$ cat src/rtl/seven_seg_scanner.sv
// Four-digit common-anode seven-segment scanner with input resync, stability filter and per-frame snapshot.
// Optional build macro LEADING_ZERO_BLANK_EN blanks leading zero digits (3 downward) at snapshot time.
module seven_seg_scanner #(
  parameter int REFRESH_DIV   = 100000,
  parameter int GUARD         = 4,
  parameter int STABLE_CYCLES = 2
) (
  input  logic       sys_clk,
  input  logic       reset,
  input  logic [4:0] bcd3,
  input  logic [4:0] bcd2,
  input  logic [4:0] bcd1,
  input  logic [4:0] bcd0,
  input  logic       si,
  output logic [3:0] an,
  output logic [6:0] seg,
  output logic       dp
);

  localparam int CNT_W = 20;
  typedef enum logic {BLANK, DRIVE} state_t;

  // word layout: {bcd3, bcd2, bcd1, bcd0, si}; digit k lives at [5k+1 +: 5]
  logic [20:0] raw, sync1, sync2, prev, filt;
  logic [3:0]  stab_cnt, stab_next;

  assign raw = {bcd3, bcd2, bcd1, bcd0, si};

  always_comb begin
    stab_next = 4'd1;
    if (sync2 == prev) stab_next = (stab_cnt == 4'hF) ? 4'hF : stab_cnt + 4'd1;
  end

  always_ff @(posedge sys_clk) begin
    if (!reset) begin
      sync1    <= '0;
      sync2    <= '0;
      prev     <= '0;
      stab_cnt <= '0;
      filt     <= '0;
    end else begin
      sync1    <= raw;
      sync2    <= sync1;
      prev     <= sync2;
      stab_cnt <= stab_next;
      if (stab_next >= 4'(STABLE_CYCLES)) filt <= sync2;
    end
  end

  logic [3:0][4:0] snap_code, snap_load;
  logic            snap_si;
`ifdef LEADING_ZERO_BLANK_EN
  logic            lead;
`endif

  always_comb begin
    for (int k = 0; k < 4; k++) snap_load[k] = filt[5*k+1 +: 5];
`ifdef LEADING_ZERO_BLANK_EN
    // 5'h0A decodes as blank; digit 0 is always shown
    lead = 1'b1;
    for (int k = 3; k >= 1; k--) begin
      if (lead && snap_load[k] == 5'd0) snap_load[k] = 5'h0A;
      else                              lead = 1'b0;
    end
`endif
  end

  state_t           state, state_next;
  logic [1:0]       idx, idx_next;
  logic [CNT_W-1:0] cnt, cnt_next;
  logic             frame_start;

  always_comb begin
    state_next  = state;
    idx_next    = idx;
    cnt_next    = cnt + CNT_W'(1);
    frame_start = 1'b0;
    case (state)
      BLANK: if (cnt == CNT_W'(GUARD - 1)) begin
        state_next  = DRIVE;
        cnt_next    = '0;
        frame_start = (idx == 2'd0);
      end
      DRIVE: if (cnt == CNT_W'(REFRESH_DIV - 1)) begin
        state_next = BLANK;
        cnt_next   = '0;
        idx_next   = idx + 2'd1;
      end
    endcase
  end

  function automatic logic [6:0] decode(input logic [4:0] c);
    case (c)
      5'd0:    decode = 7'b1000000;
      5'd1:    decode = 7'b1111001;
      5'd2:    decode = 7'b0100100;
      5'd3:    decode = 7'b0110000;
      5'd4:    decode = 7'b0011001;
      5'd5:    decode = 7'b0010010;
      5'd6:    decode = 7'b0000010;
      5'd7:    decode = 7'b1111000;
      5'd8:    decode = 7'b0000000;
      5'd9:    decode = 7'b0010000;
      5'h1F:   decode = 7'b1110111;
      default: decode = 7'b1111111;
    endcase
  endfunction

  always_ff @(posedge sys_clk) begin
    if (!reset) begin
      state     <= BLANK;
      idx       <= '0;
      cnt       <= '0;
      snap_code <= '0;
      snap_si   <= 1'b0;
      an        <= 4'hF;
      seg       <= 7'h7F;
      dp        <= 1'b1;
    end else begin
      state <= state_next;
      idx   <= idx_next;
      cnt   <= cnt_next;
      if (frame_start) begin
        snap_code <= snap_load;
        snap_si   <= filt[0];
      end
      // outputs follow the pre-edge state, one cycle behind the FSM
      an  <= (state == DRIVE) ? ~(4'b0001 << idx) : 4'hF;
      seg <= (state == DRIVE) ? decode(snap_code[idx]) : 7'h7F;
      dp  <= ~((state == DRIVE) && (idx == 2'd3) && snap_si);
    end
  end

endmodule

$ cat config.mk
export PLATFORM = sky130hd
export DESIGN_NAME = seven_seg_scanner
export DESIGN_NICKNAME = d
export VERILOG_FILES = /design/src/rtl/seven_seg_scanner.sv
export SDC_FILE = /design/constraint.sdc
export NUM_CORES = 1
export LEC_CHECK = 0
export CAP_MARGIN = 40
export CORE_ASPECT_RATIO = 1.2
export CORE_UTILIZATION = 52
export DETAILED_ROUTE_END_ITERATION = 10
export PLACE_DENSITY_LB_ADDON = 0.1
export SYNTH_ARGS = -nofsm -noshare
export SYNTH_HDL_FRONTEND = slang
export SYNTH_SLANG_ARGS = --single-unit
$ cat constraint.sdc
create_clock -name sys_clk -period 2 [get_ports sys_clk]
set_clock_uncertainty 0.1 [all_clocks]
set_input_delay 0.4 -clock sys_clk [delete_from_list [all_inputs] [get_ports sys_clk]]
set_output_delay 0.4 -clock sys_clk [all_outputs]
set_load 0.02 [all_outputs]
==> impl_metrics.csv, run 1 <==
group,metric,value,unit
floorplan,io_pins,35,
clock_network,cts_tree,"built",
logic_synthesis,synth_area,5323,µm²
routing,ant_nets,0,
floorplan,die_h,112.8,µm
sta,setup_viol,0,
logic_synthesis,synth_area_leaders,"dfxtp_1 54%, mux2i_1 8.3%, and2_1 5.2%",
sta,period_needed,1944,ps
finish,num_antenna_cells,0,
logic_synthesis,synth_cells,530,
placed_design,io_buffers,34,
worst_setup_path,crit_fanout,10,
worst_setup_path,crit_path_cell_trace,"nor4_4 > nand4_1 > nor3_4 > buf_4 > clkbuf_16 > mux2i_1 > nor2_1",
sta,worstMarginPinSlew,460.7,ps
logic_synthesis,synth_edf_count,0,
worst_setup_path,cp.buffers_inverters,2,
sta,min_period_over_period,97.21,%
clock_network,root_buffer,"clkbuf_16",
grt,antenna_found_initial,0,
hold_path,whs_path_depth,4,
finish,final_cell_area,6564,µm²
sta,finalMaxSlewViolations,0,
worst_setup_path,slowest_stage,"dfxtp_1",
sta,hold_ws,271.6,ps
floorplan,core_region_area,9960,µm²
clock_network,cts_sinks,144,
floorplan,initial_utilization,53.44,%
grt,grt_max_degree,86,
clock_network,htree_levels,4,
sta,hold_viol,0,
grt,grt-ovfl-total,0,
logic_synthesis,syn_nets,565,
placed_design,dp_hpwl,6.250,mm
sta,slew_headroom,69.00,%
clock_network,cts_buffers,17,
floorplan,die_w,94.36,µm
pwr,p_per_area,1008,nW/µm²
logic_synthesis,ys_async_sr_fraction,0,%
logic_synthesis,synth_top_cell_by_area,"dfxtp_1",
run,maxCapViolations,0,
finish,fin_nets,608,
pwr,leakage,2.749,nW
worst_setup_path,worstPathRequired,2200,ps
logic_synthesis,synth_seq_cells,144,
routing,finalWirelength,9.379,mm
worst_setup_path,critical-path-max-stage-delay,370,ps
logic_synthesis,yosysSeqAreaShare,54.16,%
status,status,"finished clean",
worst_setup_path,path_depth,7,
logic_synthesis,synthFlopType,"dfxtp_1",
routing,drt_pass1_iterations,5,
grt,grt_pass1_vias,3475,
clock_network,clk_path_buf_depth,2,
floorplan,die-area,10650,µm²
worst_setup_path,crit_type,"flip-flop to flip-flop",
worst_setup_path,critPathCaptureType,"flip-flop",
finish,syn2layout_area_growth,23.32,%
clock_network,clk_pin_slew,60,ps
finish,drive_above_1_share,10.07,%
routing,wl_per_cell,13.17,µm
routing,vias,3514,
worst_setup_path,cp_top_family,"simple AND/OR/NAND/NOR gates",
clock_network,clock_latency,410,ps
placed_design,placed_area,5843,µm²
floorplan,rows,40,
grt,grtUsageTotal,19.30,%
grt,grt_first_pass_wirelength,15.63,mm
logic_synthesis,avgSynthCellArea,10.04,µm²
logic_synthesis,ys_warn_count,0,
pwr,irDropWorstVdd,0.5970,mV
placed_design,gp_congestion,0.7855,
hold_path,hold_class,"primary input to flip-flop",
worst_setup_path,reg2reg_depth,7,
sta,max_freq,0.5144,GHz
routing,drcViolationCount,0,
worst_setup_path,start_kind,"flip-flop",
routing,drt_iter0_drc,99,
logic_synthesis,yosysUniqueCellTypes,32,
worst_setup_path,critPathArrivalTime,2150,ps
logic_synthesis,yosysTopAreaCellShare,54.16,%
routing,avgViaCountPerCell,4.935,
final cells by class:
cell class / instances / area (µm²)
Clock buffer: 18 / 429.2
Clock inverter: 14 / 205.2
Fill cell: 777 / 3396
Inverter: 33 / 123.9
Multi-Input combinational cell: 331 / 2241
Sequential cell: 144 / 2884
Tap cell: 126 / 157.7
Timing Repair Buffer: 46 / 523.0
flip-flops by register name, summed over array words and instances (netlist names):
register / cells
sync2: 21
state: 1
an: 4
snap_si: 1
idx: 2
sync1: 21
cnt: 20
snap_code: 20
prev: 21
stab_cnt: 4
dp: 1
seg: 7
filt: 21
per-stage QoR:
step | instances | utilization (%) | setup TNS [ps] | setup slack (ps) | total power, W
after floorplan | 530 | - | 0 | 127.0 | 0.003207
after global placement | 677 | 58.67 | 0 | 96.84 | 0.003316
after detailed placement | 677 | 58.67 | 0 | 65.88 | 0.003322
after CTS | 709 | 65.11 | 0 | 31.32 | 0.006641
after global routing | 712 | 65.90 | -60.55 | -60.55 | 0.006850
final | 712 | 65.90 | 0 | 55.90 | 0.006617
worst register-to-register path: cells and delay by family (launching register included):
family	cells	cell delay, ps
AND/OR/NAND/NOR	4	790
buffers and inverters	2	360
multiplexers	1	220
flip-flops	1	370
routing by layer:
layer / up-vias / share of wire (%) / global-route usage (%)
li1: 1811 / - / -
met1: 1610 / 43 / 21.04
met2: 69 / 50 / 33.33
met3: 24 / 3.0 / 6.116
met4: 0 / 3.7 / 9.538
met5: - / 0 / 0
where the power goes:
| part | leakage [nW] | switching (W) | internal [W] | total, W |
|---|---|---|---|---|
| Combinational | 1.27 | 0.000146 | 0.000160 | 0.000306 |
| Sequential | 1.17 | 0.0000343 | 0.00294 | 0.00297 |
| Clock | 0.302 | 0.00123 | 0.00211 | 0.00334 |
| Total | 2.75 | 0.00141 | 0.00521 | 0.00662 |
cell usage in the layout (no fill, tap or decap), drive strengths merged, types with 2 or more instances in the layout:
master         count
a21oi              8
and2              44
and3               2
buf               11
bufinv             4
clkbuf            20
clkdlybuf4s50     33
clkinv             4
clkinvlp           2
dfxtp            144
ha                12
inv               37
mux2i             44
mux4               5
nand2             63
nand3             18
nand4              9
nor2              58
nor3               5
nor4               8
o21ai              5
xnor2             29
xor2              12
synth_stat cells, drive strengths merged (2+ instances only):
master / n
nand4: 9
mux4: 5
o21ai: 5
and2: 44
buf: 9
inv: 33
xor2: 12
xnor2: 29
nand3: 18
nand2: 63
mux2i: 44
dfxtp: 144
and3: 2
nor2: 58
nor4: 8
ha: 12
nor3: 5
a21oi: 8
clkbuf: 13
logic make-up after synthesis:
kind of cell,Yosys count,synth area share (%)
AOI/OAI and AO/OA,18,2.069
DFF,144,54.16
muxes,49,10.39
buffers and inverters,55,4.560
xor gates and xnor gates,41,6.747
adders and majority gates,12,2.821
and+or+nand+nor,211,19.25
what timing repair did:
| item | CTS | global route |
|---|---|---|
| buffers inserted | 0 | 1 |
| gates cloned | 0 | 2 |
| pin swaps | 0 | 3 |
| endpoints found under the setup margin | 1 | 27 |
| resized for setup | 1 | 4 |
| hold buffers | 0 | 0 |
path summary, 6_finish.rpt:
kind / start / end / slack [ps]
max reg2reg: cnt[12] / snap_code[4] / 60
min: reset / seg[3] / 270
max: cnt[12] / snap_code[4] / 60
min reg2reg: snap_si / dp / 310
(Power assumes the default switching activity.)
==> run 2: changes to the inputs <==
==> constraint.sdc (replaced) <==
create_clock -name sys_clk -period 2 [get_ports sys_clk]
set_clock_uncertainty 0.1 [all_clocks]
set_input_delay 0.3 -clock sys_clk [delete_from_list [all_inputs] [get_ports sys_clk]]
set_output_delay 0.3 -clock sys_clk [all_outputs]
set_load 0.02 [all_outputs]
==> results of run 2 <==
The final DEF is identical to that of run 1. Status: finished clean.
Among the figures that moved: hold slack 271.6 ps -> 171.6 ps
==> run 3: changes to the inputs <==
--- a/config.mk
+++ b/config.mk
@@ -5,11 +5,12 @@
 export SDC_FILE = /design/constraint.sdc
 export NUM_CORES = 1
 export LEC_CHECK = 0
-export CAP_MARGIN = 40
 export CORE_ASPECT_RATIO = 1.2
 export CORE_UTILIZATION = 52
 export DETAILED_ROUTE_END_ITERATION = 10
 export PLACE_DENSITY_LB_ADDON = 0.1
+export SETUP_SLACK_MARGIN = 0.02
+export SLEW_MARGIN = 20
 export SYNTH_ARGS = -nofsm -noshare
 export SYNTH_HDL_FRONTEND = slang
 export SYNTH_SLANG_ARGS = --single-unit
==> run 3 against run 2 <==
  * Sequential share of layout area fell by 0.092 points
  * Non-clock buffer count did not move
  * Sequential cell count did not move
  * Critical path type unchanged
  * Critical endpoint unchanged
  * Largest power group unchanged
==> impl_metrics.csv, run 3 (synthesis gave the netlist of run 1 again) <==
group,metric,value,unit
clock_network,cts_buffers,17,
pwr,irDropWorstVdd,0.5976,mV
clock_network,htree_levels,4,
worst_setup_path,critical-path-max-stage-delay,370,ps
clock_network,root_buffer,"clkbuf_16",
worst_setup_path,reg2reg_depth,7,
pwr,leakage,2.750,nW
floorplan,initial_utilization,53.44,%
pwr,total_power,0.006613,W
grt,use_met2,33.33,%
sta,fin_tns_setup,0,ps
worst_setup_path,worstPathRequired,2200,ps
sta,setup_ws,56.89,ps
routing,ant_nets,0,
sta,finalMaxSlewViolations,0,
worst_setup_path,slowest_stage,"dfxtp_1",
worst_setup_path,critPathCaptureType,"flip-flop",
grt,grt_first_pass_wirelength,15.63,mm
sta,period_needed,1943,ps
floorplan,die_h,112.8,µm
worst_setup_path,critPathArrivalTime,2140,ps
pwr,p_per_area,1005,nW/µm²
placed_design,io_buffers,34,
sta,worstMarginPinSlew,456.7,ps
sta,hold_ws,179.9,ps
run,maxCapViolations,0,
finish,drive_above_1_share,10.41,%
worst_setup_path,crit_type,"flip-flop to flip-flop",
grt,grtUsageTotal,19.30,%
placed_design,dp_cells,677,
grt,grt-ovfl-total,0,
worst_setup_path,r2r-start,"cnt[12]",
floorplan,io_pins,35,
clock_network,clk_path_buf_depth,2,
sta,max_freq,0.5146,GHz
hold_path,whs_path_depth,4,
clock_network,clk_pin_slew,60,ps
routing,finalWirelength,9.456,mm
floorplan,die-area,10650,µm²
finish,syn2layout_area_growth,23.58,%
worst_setup_path,crit_path_cell_trace,"nor4_4 > nand4_1 > nor3_4 > buf_6 > clkbuf_16 > mux2i_1 > nor2_1",
routing,drt_iter0_drc,83,
sta,hold_viol,0,
worst_setup_path,crit_fanout,10,
hold_path,min_from,"reset",
sta,slew_headroom,69.27,%
routing,vias,3527,
hold_path,min_delay_worst_endpoint,"seg[3]",
clock_network,clock_latency,410,ps
routing,wl_per_cell,13.28,µm
clock_network,cts_sinks,144,
routing,drt_pass1_iterations,5,
floorplan,core_region_area,9960,µm²
grt,grt-busiest-layer,"met2",
clock_network,cts_tree,"built",
worst_setup_path,r2r-end,"snap_code[4]",
status,status,"finished clean",
placed_design,dp_slack,65.88,ps
routing,drcViolationCount,0,
placed_design,dp_hpwl,6.250,mm
finish,fin_nets,608,
floorplan,die_w,94.36,µm
finish,num_antenna_cells,0,
grt,use_met1,21.04,%
worst_setup_path,cp.buffers_inverters,2,
routing,avgViaCountPerCell,4.954,
finish,fin_cells,712,
sta,setup_viol,0,
hold_path,hold_class,"primary input to flip-flop",
floorplan,rows,40,
worst_setup_path,start_kind,"flip-flop",
worst_setup_path,cp_top_family,"simple AND/OR/NAND/NOR gates",
grt,grt_max_degree,86,
sta,min_period_over_period,97.16,%
grt,grt_pass1_vias,3475,
grt,use_met3,6.116,%
grt,antenna_found_initial,0,
worst_setup_path,ff2ff_setup_slack,60,ps
finish,final_cell_mix,"143 x dfxtp_1, 63 x nand2_1, 58 x nor2_1",
placed_design,gp_congestion,0.7855,
finish,final_common_cell,"dfxtp_1",
-- run 3: worst max-delay path by stage --
stage | start | to | slack [ps] | depth (start not counted)
floorplan | idx[0] | seg[3] | 130 | 7
global placement | sync2[17] | filt[15] | 100 | 6
detailed placement | sync2[17] | filt[5] | 70 | 6
CTS | idx[0] | seg[3] | 30 | 6
global route | cnt[12] | snap_code[4] | -30 | 7
finish | cnt[12] | snap_code[4] | 60 | 7
-- run 3: metal layers --
| layer | routed length [µm] | up-vias |
|---|---|---|
| met1 | 4063 | 1634 |
| met5 | 0 | - |
| met4 | 156 | 0 |
| li1 | - | 1810 |
| met3 | 301 | 8 |
| met2 | 4934 | 75 |
-- run 3: worst register-to-register path: cells and delay by family (launching register included) --
family	cells	cell delay, ps
buffers and inverters	2	320
flip-flops	1	370
multiplexers	1	230
AND/OR/NAND/NOR	4	810
-- run 3: cell type report --
class                      count  area (µm²)
inverter                      33       123.9
clock buffer                  18       429.2
tap                          126       157.7
sequential                   144        2884
multi-input combinational    331        2251
fill                         775        3382
timing repair buffer          46       526.8
clock inverter                14       205.2
-- run 3: power by group --
part / internal [W] / switching (W)
clock: 0.00211 / 0.00123
combinational: 0.000161 / 0.000146
sequential: 0.00294 / 0.0000344
-- run 3: what timing repair did --
item                                    CTS  global route
gates resized for setup                   1             7
endpoints found under the setup margin   21            68
hold buffers                              0             0
buffers inserted                          0             1
pin swaps                                 0             3
gates cloned                              0             2
-- run 3: stage by stage --
| step | utilization (%) | cell area, µm² |
|---|---|---|
| 3_3_place_gp | 58.67 | 5843 |
| 6_report | 66.04 | 6578 |
| 3_5_place_dp | 58.67 | 5843 |
| 2_1_floorplan | - | 5323 |
| 4_1_cts | 65.11 | 6485 |
| 5_1_grt | 66.04 | 6578 |
